--- src/rtl/uart_rx.sv ---
// UART receiver: two-flop rxd synchroniser, mid-bit start validation, LSB-first
// shift-in, stop-bit check and a valid/ready output holding register.
module uart_rx #(
  parameter int OVS       = 16,
  parameter int DATA_BITS = 8
) (
  input  logic                 clk,
  input  logic                 rst_n,
  input  logic                 tick,
  input  logic                 rxd,
  output logic [DATA_BITS-1:0] m_data,
  output logic                 m_valid,
  input  logic                 m_ready,
  output logic                 busy,
  output logic                 frame_err,
  output logic                 overrun
);

  localparam int CW = $clog2(OVS);
  localparam int BW = $clog2(DATA_BITS);
  localparam logic [CW-1:0] CNT_HALF = CW'(OVS/2 - 1);
  localparam logic [CW-1:0] CNT_LAST = CW'(OVS - 1);
  localparam logic [BW-1:0] BIT_LAST = BW'(DATA_BITS - 1);

  typedef enum logic [2:0] {IDLE, START, DATA, STOP, BRK} state_t;

  state_t                 state, state_d;
  logic [CW-1:0]          cnt, cnt_d;
  logic [BW-1:0]          bit_idx, bit_d;
  logic [DATA_BITS-1:0]   shift, shift_d;
  logic                   deliver, ferr;
  logic                   rxd_p0, rxd_s;

  // stage p0 -> s: metastability synchroniser, idles high
  always_ff @(posedge clk) begin
    if (!rst_n) begin
      rxd_p0 <= 1'b1;
      rxd_s  <= 1'b1;
    end else begin
      rxd_p0 <= rxd;
      rxd_s  <= rxd_p0;
    end
  end

  always_ff @(posedge clk) begin
    if (!rst_n) begin
      state   <= IDLE;
      cnt     <= '0;
      bit_idx <= '0;
      shift   <= '0;
    end else begin
      state   <= state_d;
      cnt     <= cnt_d;
      bit_idx <= bit_d;
      shift   <= shift_d;
    end
  end

  always_comb begin
    state_d = state;
    cnt_d   = cnt;
    bit_d   = bit_idx;
    shift_d = shift;
    deliver = 1'b0;
    ferr    = 1'b0;
    if (tick) begin
      case (state)
        IDLE: begin
          if (!rxd_s) begin
            state_d = START;
            cnt_d   = '0;
          end
        end
        START: begin
          if (cnt == CNT_HALF) begin
            if (!rxd_s) begin
              state_d = DATA;
              cnt_d   = '0;
              bit_d   = '0;
            end else begin
              state_d = IDLE;
            end
          end else begin
            cnt_d = cnt + 1'b1;
          end
        end
        DATA: begin
          if (cnt == CNT_LAST) begin
            shift_d = {rxd_s, shift[DATA_BITS-1:1]};
            cnt_d   = '0;
            if (bit_idx == BIT_LAST) state_d = STOP;
            else                     bit_d   = bit_idx + 1'b1;
          end else begin
            cnt_d = cnt + 1'b1;
          end
        end
        STOP: begin
          if (cnt == CNT_LAST) begin
            if (rxd_s) begin
              deliver = 1'b1;
              state_d = IDLE;
            end else begin
              ferr    = 1'b1;
              state_d = BRK;
            end
          end else begin
            cnt_d = cnt + 1'b1;
          end
        end
        BRK: begin
          // wait out a held-low line so it is not re-read as start bits
          if (rxd_s) state_d = IDLE;
        end
        default: state_d = IDLE;
      endcase
    end
  end

  // output holding register: a new byte only replaces one being accepted
  always_ff @(posedge clk) begin
    if (!rst_n) begin
      m_data    <= '0;
      m_valid   <= 1'b0;
      frame_err <= 1'b0;
      overrun   <= 1'b0;
    end else begin
      frame_err <= ferr;
      overrun   <= 1'b0;
      if (deliver) begin
        if (!m_valid || m_ready) begin
          m_data  <= shift;
          m_valid <= 1'b1;
        end else begin
          overrun <= 1'b1;
        end
      end else if (m_ready) begin
        m_valid <= 1'b0;
      end
    end
  end

  assign busy = (state != IDLE);

endmodule
--- config.mk ---
export PLATFORM = sky130hd
export DESIGN_NAME = uart_rx
export DESIGN_NICKNAME = d
export VERILOG_FILES = /design/src/rtl/uart_rx.sv
export SDC_FILE = /design/constraint.sdc
export NUM_CORES = 1
export LEC_CHECK = 0
export ABC_AREA = 1
export CORE_MARGIN = 4
export CORE_UTILIZATION = 40
export DETAILED_ROUTE_END_ITERATION = 12
export GPL_TIMING_DRIVEN = 0
export PLACE_DENSITY = 0.69
export SYNTH_ARGS = -nofsm -noshare
export SYNTH_HDL_FRONTEND = slang
export SYNTH_SLANG_ARGS = --single-unit
--- constraint.sdc ---
create_clock -name clk -period 1.73 [get_ports clk]
set_clock_uncertainty 0.2 [all_clocks]
set_input_delay 0.4325 -clock clk [delete_from_list [all_inputs] [get_ports clk]]
set_output_delay 0.4325 -clock clk [all_outputs]
set_load 0.02 [all_outputs]
Yosys cells after proc, flatten, opt, wreduce, memory -nomap -nowiden. Cells that the tools add are included.

Register bits: 31. Input port bits: 5. Output and inout bits: 12. Word-level logic and storage cells: 72.

Add/sub/neg operators: 2. Equal/unequal tests: 17. Mux-type cells: 28. Reduce and logical (&&, ||, !) cells: 15.

Operators with widths (count): $mux W3 (11); $ne A2 B2 Y1 const B (9); $mux W4 (4); $pmux W4 S4 (1); $pmux W3 S5 (1); $mux W1 (9); $reduce_and A7 Y1 (1); $eq A3 B2 Y1 const B (2); $eq A3 B3 Y1 const B (2); $pmux W3 S2 (1); $reduce_and A2 Y1 (3); $reduce_and A3 Y1 (2); $reduce_and A6 Y1 (1); $add A4 B1 Y4 const B (1); $eq A4 B3 Y1 const B (1); $eq A4 B4 Y1 const B (1); $reduce_and A4 Y1 (1); $reduce_bool A2 Y1 (2); $reduce_bool A4 Y1 (1); $add A3 B1 Y3 const B (1); $eq A3 B1 Y1 const B (1); $logic_not A3 Y1 (1); $reduce_bool A3 Y1 (1); $mux W2 (1); 3 further kinds (3).

Logic depth before layout (Yosys ltp).
Depth in word-level cells: 6. Gate-level depth with buffers: 11. Gate-level depth less buffers: 10.

Worst setup path after synthesis. OpenSTA, ideal clock, no wires.

Path type: register to register. Start: reg cnt[0]. End: reg state[0]. Library setup time: 0.113 ns. Arrival: 1.165 ns. Required time: 1.417 ns. Setup slack: 0.253 ns. Cell stages (with the launch flop): 9. Path buffers: 0. Clock period less this slack: 1.477 ns. Cell sequence: dfxtp_1 -> ha_1 -> nand3_2 -> nand3_1 -> nand2_1 -> nor2_2 -> nand2_2 -> nor2_1 -> nor2_1.

Word-level cells in the longest chain between the ends: 3. Elaborated cells on any way between the ends: 6. Those cells by class: eq/ne (5); reduce/logical (1).

Ends and longest elaborated chain: start: declaration (line 28) `logic [CW-1:0] cnt, cnt_d;`; start signal: assignment (line 53) `cnt <= cnt_d;`; $eq A4 B4 Y1 or $eq A4 B3 Y1 (tied branches) (line 88, 98, 75); $ne A2 B2 Y1 (no line); $reduce_and A7 Y1 (no line) *; end signal: assignment (line 52) `state <= state_d;`; end: declaration (line 27) `state_t state, state_d;`.

Every way passes the cells marked *; elsewhere a longest branch is shown, timed or not. A chain may end at the register's enable or synchronous reset.

Final worst setup path.
Start: reg state[1]. End: out busy.

Word-level cells in the longest chain between the ends: 1.

Ends and longest elaborated chain: $reduce_bool A3 Y1 (line 142) `assign busy = (state != IDLE);`; end: declaration (line 14) `output logic busy,`.

No other way between the ends.

==> flow_summary_export.csv <==
group,metric,value,unit
run_status,run_status,"finished, final reports clean",
drt,detailroute.via_count,1320,
clocking,worstSkewPairLatency,0.34,ns
pwr,p_clk_frac,0.195,
clocking,tritoncts,"yes",
yosys,synth.ff_latch_count,31,
timing,achievable-frequency,0.590,GHz
floorplan,die_area,4580,um2
worst_setup_path,timing.critical_path.fanout_max,7,
pwr,p_seq_frac,0.382,
pwr,internal_power,1.37,mW
min_path,holdCritPathClass,"reg2reg",
clocking,number_of_h_tree_levels,2,
worst_setup_path,timing.reg2reg.worst_path_depth,6,
pwr,switching_portion_of_total_power,0.388,
worst_setup_path,regToRegSetupSlack,0.08,ns
worst_setup_path,category_of_the_worst_setup_path_launch_point,"flop",
yosys,mappedNetlistNets,207,
worst_setup_path,regToRegEndpoint,"bit_idx[1]",
floorplan,core.rowCount,21,
clocking,max-clock-path-buffers,2,
yosys,synth_area,1430,um2
timing,rsz0062_at_grt,"true",
timing,final_period_util,0.980,
clocking,cts.root.buffer_cell,"sky130_fd_sc_hd__clkbuf_4",
finish,final_net_count,234,
floorplan,die_w,67.7,um
placement,place_congestion,0.816,
floorplan,floorplan.initialDensity,0.420,
timing,period_needed,1.70,ns
finish,n_antenna_cell,0,
yosys,syn_inst,199,
global_routing,grt_max_degree,11,
clocking,clkSinkCount,31,
yosys,synth_area_leader_cell,"sky130_fd_sc_hd__dfxtp_1",
worst_setup_path,setup.worst_path.end_class,"primary output",
worst_setup_path,cp_data_arrival_time,1.06,ns
min_path,worst_hold_startpoint,"rxd_p0",
drt,remaining_drc_errors,0,
pwr,power.static_leakage,0.802,nW
pwr,worst_ir_drop_vdd,0.472,mV
yosys,yosysTopAreaCellShare,0.435,
clocking,clkSlewWorstSetupHoldPaths,0.10,ns
drt,drt_wl_total,3.04,mm
yosys,post_synth.cell_area_avg,7.16,um2
timing,timing.max_slew.rel_slack,0.687,
timing,final_max_slew_viol_count,0,
global_routing,grt_antenna_before_repair,0,
drt,detail-route-antenna-nets,0,
worst_setup_path,critical_path_class,"reg2out",
floorplan,ioPinCount,17,
worst_setup_path,startpoint_of_the_worst_register_to_register_path,"bit_idx[0]",
placement,placed_cell_area,1630,um2
global_routing,grt_pass1_vias,1033,
placement,detailedPlacementHpwl,2.06,mm
yosys,post_synth_num_cell_types,24,
timing,worst_slew_pin_slew,0.469,ns
timing,setup_violations,0,
drt,drt_iter0_drc,95,
global_routing,residual_overflow_from_global_routing,0,
global_routing,grt_first_pass_wirelength,4.77,mm
worst_setup_path,cp.required,1.10,ns
finish,areaGrowthSynthToFinish,25.3,%
finish,postLayoutCellArea,1790,um2
job,max-cap-violations,0,
min_path,timing.hold.worst_endpoint,"rxd_s",
floorplan,core,3390,um2
pwr,power_density,1260,nW/um2
drt,vias_per_cell,4.85,
pwr,comb_power_share,0.423,
yosys,synthTopCellsByArea,"sky130_fd_sc_hd__dfxtp_1, sky130_fd_sc_hd__nand2_1, sky130_fd_sc_hd__nor2_1, sky130_fd_sc_hd__a21oi_1, sky130_fd_sc_hd__nand3_1",
pwr,total_power,2.25,mW
min_path,holdPathStages,1,
timing,hold_viol,0,
timing,finalHoldWorstSlack,0.221,ns
global_routing,all_layer_global_routing_usage,0.142,
yosys,yosysSeqAreaShare,0.435,
drt,drt-wirelength-per-cell,11.2,um
clocking,cts_made_buffers,5,
floorplan,die-height,67.7,um
yosys,yosys_warning_count,0,
pwr,switchingPower,0.871,mW
placement,port-buffer-count,15,
drt,dr.pass1.iters,4,
finish,drive_above_1_share,0.173,
-- how the worst max path moves through the flow --
stage                  start   endpoint  slack [ns]  cells past startpoint
floorplan             cnt[0]   state[0]        0.25                      8
global placement        tick  m_data[2]       -0.34                      7
detailed placement      tick  m_data[4]       -0.35                      7
CTS                 state[1]       busy       -0.08                      4
global route        state[1]       busy       -0.03                      4
finish              state[1]       busy        0.03                      4
-- registers in the layout (all words and copies together), names as in the netlist, 3 cells and up --
signal and count:
bit_idx 3, state 3, cnt 4, shift 8, m_data 8
-- critical path: stages, from the launching register on --
cell and delay, ns:
sky130_fd_sc_hd__dfxtp_2 0.33, sky130_fd_sc_hd__buf_6 0.13, sky130_fd_sc_hd__nor2_4 0.09, sky130_fd_sc_hd__nand2_2 0.06, sky130_fd_sc_hd__buf_6 0.12
-- cells in the mapped netlist (all sizes together) --
library cell  count
nand2            55
nor2             33
dfxtp            31
a21oi            18
inv              16
nand3            15
o21ai            11
clkbuf            3
ha                3
or2               3
buf               2
nand3b            2
nand4             2
nor3              2
clkinv            1
nor4              1
o21a              1
-- repair_timing --
| action | 4_1_cts | 5_1_grt |
|---|---|---|
| setup endpoints to repair | 14 | 25 |
| gates resized for setup | 19 | 19 |
| setup buffers | 0 | 4 |
| pin swaps | 0 | 3 |
| gates cloned | 0 | 1 |
| hold buffers | 0 | 0 |
-- cell families after synthesis --
logic type	synth area share
AOI/OAI and AO/OA	0.107
adders and majority gates	0.0263
buffers and inverters	0.0623
DFF	0.435
and+or+nand+nor	0.369
-- area by class of cell --
class / count / area (um2)
fill: 331 / 1600
multi-input combinational: 147 / 761
sequential: 31 / 631
timing repair buffer: 19 / 170
inverter: 17 / 76.3
tap: 46 / 57.6
clock buffer: 6 / 51.3
buffer: 5 / 33.8
clock inverter: 1 / 5.00
-- routing by layer --
metal	up-vias	global-route usage	part of all wire
met1	583	0.191	0.50
met5	-	0	0
met4	0	0.0608	0.018
met2	31	0.199	0.43
met3	6	0.0549	0.054
li1	700	-	-
-- power by group through the flow --
stage               logic [mW]  clock network (mW)  registers, mW
finish                   0.950               0.438          0.857
global route              1.06               0.486          0.865
CTS                      0.795               0.447          0.837
detailed placement       0.785                   0          0.848
global placement         0.775                   0          0.846
floorplan                0.624                   0          0.836
-- placed cells by master (no fill, tap or decap), drive strengths merged, types with 2 or more instances in the layout --
cell and n:
clkdlybuf4s50 2, o21ai 11, nor2 33, ha 3
or2 3, clkinv 2, dfxtp 31, nand4 3
a21oi 18, nand2 55, nand3 15, clkbuf 9
inv 16, dlygate4sd2 11, nor3 2, buf 7
nand3b 2
-- per-stage QoR --
| step | cells | setup WS, ns | TNS, ns | utilization |
|---|---|---|---|---|
| floorplan | 199 | 0.253 | 0 | - |
| global placement | 260 | -0.338 | -5.88 | 0.482 |
| detailed placement | 260 | -0.345 | -6.06 | 0.482 |
| CTS | 267 | -0.0806 | -0.0806 | 0.497 |
| global route | 272 | -0.0326 | -0.0495 | 0.527 |
| finish | 272 | 0.0340 | 0 | 0.527 |
(Power assumes the default switching activity.)
